`src/rtl/seg7_pkg.sv`:
```
// seg7_pkg: shared constants and hex segment table for 7-segment display drivers
package seg7_pkg;
  localparam int NUM_DIGITS = 4;
  localparam logic [6:0] SEG_BLANK = 7'h7F;
  localparam logic [3:0] AN_OFF = 4'hF;
  localparam logic [6:0] SEG_TABLE [16] = '{
    7'h40, 7'h79, 7'h24, 7'h30, 7'h19, 7'h12, 7'h02, 7'h78,
    7'h00, 7'h10, 7'h08, 7'h03, 7'h46, 7'h21, 7'h06, 7'h0E
  };
endpackage

```
`src/rtl/seg7_scan_driver_hex_to_seg7.sv`:
```
// hex_to_seg7: combinational hex nibble to active-low {g,f,e,d,c,b,a} encoder
module hex_to_seg7
  import seg7_pkg::*;
(
  input  logic [3:0] nibble,
  output logic [6:0] seg
);
  assign seg = SEG_TABLE[nibble];
endmodule

```
`src/rtl/seg7_scan_driver.sv`:
```
// seg7_scan_driver: time-multiplexed 4-digit hex display with frame-synchronous shadow register
module seg7_scan_driver
  import seg7_pkg::*;
#(
  parameter int REFRESH_DIV = 100000,
  parameter bit LEAD_ZERO_BLANK = 1'b0
) (
  input  logic        clk,
  input  logic        reset,
  input  logic [15:0] value,
  input  logic        hold,
  output logic [3:0]  an,
  output logic [6:0]  seg,
  output logic        dp
);
  localparam int PW = $clog2(REFRESH_DIV);
  localparam int DW = $clog2(NUM_DIGITS);
  logic [PW-1:0] pre;
  logic [DW-1:0] digit;
  logic [15:0]   shadow;
  logic          frame_start, first;
  logic [6:0]    code;
  logic          tc, blank;
  assign tc = pre == PW'(REFRESH_DIV - 1);
  // a digit is blank when it and every more-significant nibble is zero
  assign blank = LEAD_ZERO_BLANK && digit != '0 && (shadow >> {digit, 2'b00}) == 16'h0;
  hex_to_seg7 u_enc (.nibble(shadow[{digit, 2'b00} +: 4]), .seg(code));
  always_ff @(posedge clk) begin
    if (reset) begin
      an <= AN_OFF;
      seg <= SEG_BLANK;
      dp <= 1'b1;
      pre <= '0;
      digit <= '0;
      shadow <= 16'h0;
      frame_start <= 1'b1;
      first <= 1'b1;
    end else begin
      dp <= 1'b1;
      if (frame_start && (first || !hold)) shadow <= value;
      // first edge after reset only loads the shadow; scan starts on the next edge
      if (first) begin
        first <= 1'b0;
        frame_start <= 1'b0;
        an <= AN_OFF;
        seg <= SEG_BLANK;
      end else begin
        pre <= tc ? '0 : pre + 1'b1;
        if (tc) digit <= digit + 1'b1;
        frame_start <= tc && digit == DW'(NUM_DIGITS - 1);
        an <= blank ? AN_OFF : ~(4'b1 << digit);
        seg <= blank ? SEG_BLANK : code;
      end
    end
  end
endmodule

```
`config.mk`:
```
export PLATFORM = sky130hd
export DESIGN_NAME = seg7_scan_driver
export DESIGN_NICKNAME = d
export VERILOG_FILES = /design/src/rtl/seg7_pkg.sv /design/src/rtl/seg7_scan_driver_hex_to_seg7.sv /design/src/rtl/seg7_scan_driver.sv
export SDC_FILE = /design/constraint.sdc
export NUM_CORES = 1
export LEC_CHECK = 0
export CORE_ASPECT_RATIO = 1.4
export CORE_UTILIZATION = 58
export DETAILED_ROUTE_END_ITERATION = 7
export PLACE_DENSITY = 0.94
export SYNTH_ARGS = -nofsm -noshare
export SYNTH_HDL_FRONTEND = slang
export SYNTH_SLANG_ARGS = --single-unit
```
`constraint.sdc`:
```
create_clock -name clk -period 2.7 [get_ports clk]
set_input_delay 0.54 -clock clk [delete_from_list [all_inputs] [get_ports clk]]
set_output_delay 0.54 -clock clk [all_outputs]
set_load 0.01 [all_outputs]
```
# Word level (Yosys, flattened, before mapping)
# Memories as Yosys holds them, arrays and structs flattened. A register that Yosys moved wholly into a read port is not among the register bits.
# Index checks and enable logic that the tools add are counted.
# W data, S select, Z words.
# word_totals
reg_bits,41
mem_bits_ro,112
output_inout_bits,12
word_cells,25
n_memories,1
# mem_list
name,depth,word_bits,rd,rd_ports_with_merged_regs,write_ports,line_no,text
(name not given),16,7,1,1,0,seg7_scan_driver_hex_to_seg7.sv:8,assign seg = SEG_TABLE[nibble];
# classes
n_addsub,2
eq_ne,2
shifts,2
mux,3
bitwise,3
reduce_logical,6
# ops
cell,count
$add A17 B1 Y17 const B,1
$eq A17 B17 Y1 const B,1
$mux W17,1
$shiftx A16 B5 Y4,1
$not A4 Y5,1
$not A4 Y4,1
$shl A1 B2 Y4 const A,1
$add A2 B1 Y2 const B,1
$eq A2 B2 Y1 const B,1
$logic_and A1 B1 Y1,2
$mux W1,2
$reduce_and A2 Y1,1
$reduce_or A2 Y1,1
$logic_not A1 Y1,1
$logic_or A1 B1 Y1,1
$not A1 Y1,1

# Depth between registers and ports, before layout
# depth
word_depth,3
depth_mapped,8
mapped_depth_nobuf,7

# Modules after synthesis
# A second synthesis with hierarchy kept.
# hier_totals
cells_unflattened,226
hier_area_um2,2294.7
# by_module_without_submodules
mod,instances,cells_each,area_per_inst_um2,seq_area_each_um2
seg7_scan_driver,1,193,2020.7,960.9
hex_to_seg7,1,33,274.0,0.0

# Least setup slack after synthesis
# No wires, ideal clock.
# synth_timing
path_type,flip-flop to flip-flop
start,register digit[0]
end,register seg[3]
setup_ns,0.074
t_arrival_ns,1.739
slack_ns,0.886
path_stages_with_launch,7
n_path_buf,1
period_less_slack_ns,1.814
path_cell_list,dfxtp_1 -> buf_6 -> mux4_2 -> inv_1 -> ha_1 -> o211a_1 -> o21ai_0
# synth_via
elab_chain_cells,2
# synth_rtl
item,line_no,text
from (decl),seg7_scan_driver.sv:19,logic [DW-1:0] digit;
from (signal assigned),seg7_scan_driver.sv:49,if (tc) digit <= digit + 1'b1;
$shiftx A16 B5 Y4,seg7_scan_driver.sv:27,"hex_to_seg7 u_enc (.nibble(shadow[{digit, 2'b00} +: 4]), .seg(code));"
$not A4 Y5 (implied by the code),seg7_scan_driver_hex_to_seg7.sv:8,
to (decl),seg7_scan_driver.sv:13,"output logic [6:0] seg,"
# No other way between the ends.
# A chain may end at the register's enable or synchronous reset.

# Worst setup path after layout
# Same ends and word-level chain as after synthesis.

==> reports/results.ini <==
[run_status]
status=finished, final reports clean

[timing]
fmax_mhz=459
skew_ns=0.00711
final_period_minus_worst_setup_slack_ns=2.18
relSlewSlack_pct=51.3
setup_violations=0
fin_crit_sh_pct=80.7
worstMarginPinSlew_ns=0.730
finalMaxSlewViolations=0
hold_viol=0
rsz0062_at_grt=no
tns_ns=0

[drt]
antenna_left=0
vias=1710
first_iter_violations=50
routed_via_density=5.84
wl_mm=4.51
drc=0
wire_per_inst_um=15.4
firstDrtPassIters=4

[worst_setup_path]
cp-end-kind=register
reg2reg_depth=5
timing.rr.start=digit[0]$_SDFFE_PP0P_
required_ns=2.91
rrSetupSlack_ns=0.52
worstPathBufferInverterCount=1
cp_slowest_cell=mux4_2
crit_type=register to register
path_cells=mux4_2, inv_1, ha_1, o211a_1, o21ai_0
path_delay_family=multiplexers
max_stage_delay_ns=0.63
startpoint_type=register
worstPathArrival_ns=2.39
critPathMaxFanout=8
r2r_end=seg[3]$_SDFF_PP1_

[min_path]
holdPathEnd=shadow[0]$_SDFFE_PP0P_
hp-class=register to register
hp-start=shadow[0]$_SDFFE_PP0P_
hold_depth=2

[clocking]
cts-resized-gates=0
cts.clk_slew.worst_paths_ns=0.08
numCtsBuffers=5
ctsHoldBuffers=0
cts_tree=built
cts_sinks=48
clk_path_buf_depth=2
postCtsSetupRepairBufs=0
cts_root_buf=clkbuf_8
htreeDepth=2
clock_latency_ns=0.30

[floorplanning]
rows=26
die_h_um=75.6
start_util_pct=61.0
fp.dieW_um=54.6
coreArea_mm2=0.00368
ios=31
dieArea_mm2=0.00412

[synth]
synth.distinct_cells=49
synth_commonest_cells=dfxtp_1 (48), nor2_1 (33), mux2i_1 (18)
synth_cells=224
synth_seq_cells=48
synth_seq_area_share_pct=42.8
ys.flop_type=dfxtp_1
synth_area_leaders=dfxtp_1 (43%), mux2i_1 (8.0%), ha_1 (6.1%)
netlist_area_mm2=0.00224
synth_warnings=0
yosysMostFrequentCell=dfxtp_1
yosys.area.top_type=dfxtp_1
synth_nets=254
postSynthAreaPerCell_um2=10.0
yosysTopAreaCellShare_pct=42.8
synth_edf_count=0
async_reset_ff_share_pct=0

[layout]
nFillCells=268
area_delta_synth_final_pct=18.0
final_net_count=280
n_antenna_cell=0
drive_above_1_share_pct=11.2
fin_area_mm2=0.00265
fin_util_pct=72.0

[global_routing]
antenna_found_initial=0
grt_max_degree=23
gr-total-overflow=0
grt_pass1_vias=1598
grt_pass1_wl_mm=7.21
track_usage_pct=24.9

[placement]
io_buffers=29
placed_area_mm2=0.00252
place.gp.congestion=0.874
place_hpwl_mm=3.14

[power_and_ir_drop]
p_per_area_mw_per_mm2=548
vdd_drop_max_uv=417
p_leak_nw=1.05
power_mw=1.45

[flow_run]
cap_violations=0

## worst min-delay path, cell delays in order (launching register included)
cell and delay, ns:
dfxtp_1 0.33, mux2i_1 0.07, nor2_1 0.07
## metrics by stage
stage / hold slack [ns] / std cells / worst slack, ns
2_1_floorplan: 0.458 / 224 / 0.886
3_3_place_gp: 0.473 / 285 / 0.704
3_5_place_dp: 0.484 / 285 / 0.620
4_1_cts: 0.502 / 293 / 0.555
5_1_grt: 0.526 / 293 / 0.403
6_report: 0.497 / 293 / 0.522
## report_power, final
group | internal [mW] | switching [mW] | total, mW
Combinational | 0.0782 | 0.0695 | 0.148
Sequential | 0.734 | 0.0159 | 0.750
Clock | 0.327 | 0.226 | 0.552
Total | 1.14 | 0.311 | 1.45
## layout by cell type (no fill, tap or decap), drive strengths merged, types with 2 or more instances in the layout
master and instances:
inv 8, ha 11, nor2 33, mux4 4, or4 2, nor4b 2, clkbuf 7, nor4 2
dfxtp 48, and4b 2, o31ai 2, nand4 2, o211ai 3, mux2i 18, o21ai 9, xnor2 5
clkdlybuf4s50 29, or3 5, nand4b 2, buf 2, xor2 5, nand2 13, o221ai 3, a21oi 11
and4 2, nand3 9
## layer usage
layer / part of all wire (%) / vias to the layer above / global-route usage (%)
li1: - / 833 / -
met1: 40 / 818 / 26.1
met2: 54 / 51 / 46.7
met3: 3.9 / 8 / 5.79
met4: 1.6 / 0 / 8.83
met5: 0 / - / 0
## logic make-up (layout without fill, tap and decap cells)
group           after synthesis  in the layout  synth area share (%)
buf+inv                      20             47                  4.91
fa+ha+maj                    11             11                  6.13
simple gates                 79             79                  20.3
other cells                   1              1                 0.167
xor+xnor                     10             10                  3.90
flops                        48             48                  42.8
compound gates               33             33                  9.70
mux                          22             22                  12.0
## worst max path at each step
stage / from / end / slack [ns] / cells past startpoint
6_report: digit[0]$_SDFFE_PP0P_ / seg[3]$_SDFF_PP1_ / 0.52 / 5
5_1_grt: digit[0]$_SDFFE_PP0P_ / seg[3]$_SDFF_PP1_ / 0.40 / 7
4_1_cts: digit[0]$_SDFFE_PP0P_ / seg[3]$_SDFF_PP1_ / 0.56 / 5
3_5_place_dp: reset / seg[5]$_SDFF_PP1_ / 0.62 / 4
3_3_place_gp: reset / seg[4]$_SDFF_PP1_ / 0.70 / 4
2_1_floorplan: digit[0]$_SDFFE_PP0P_ / seg[3]$_SDFF_PP1_ / 0.89 / 6
## cell type report
class / count / area [um^2] / share of cell area, %
Inverter: 8 / 30.0 / 1.13
Tap cell: 42 / 52.6 / 1.98
Multi-Input combinational cell: 156 / 1170 / 44.3
Clock inverter: 1 / 30.0 / 1.13
Sequential cell: 48 / 961 / 36.3
Clock buffer: 7 / 96.3 / 3.64
Timing Repair Buffer: 31 / 305 / 11.5
## sequential cells by signal (all words and copies together) (netlist names)
signal       count
first            1
pre             17
seg              7
an               4
digit            2
shadow          16
frame_start      1
No activity file was read; power rests on OpenSTA's default activity.
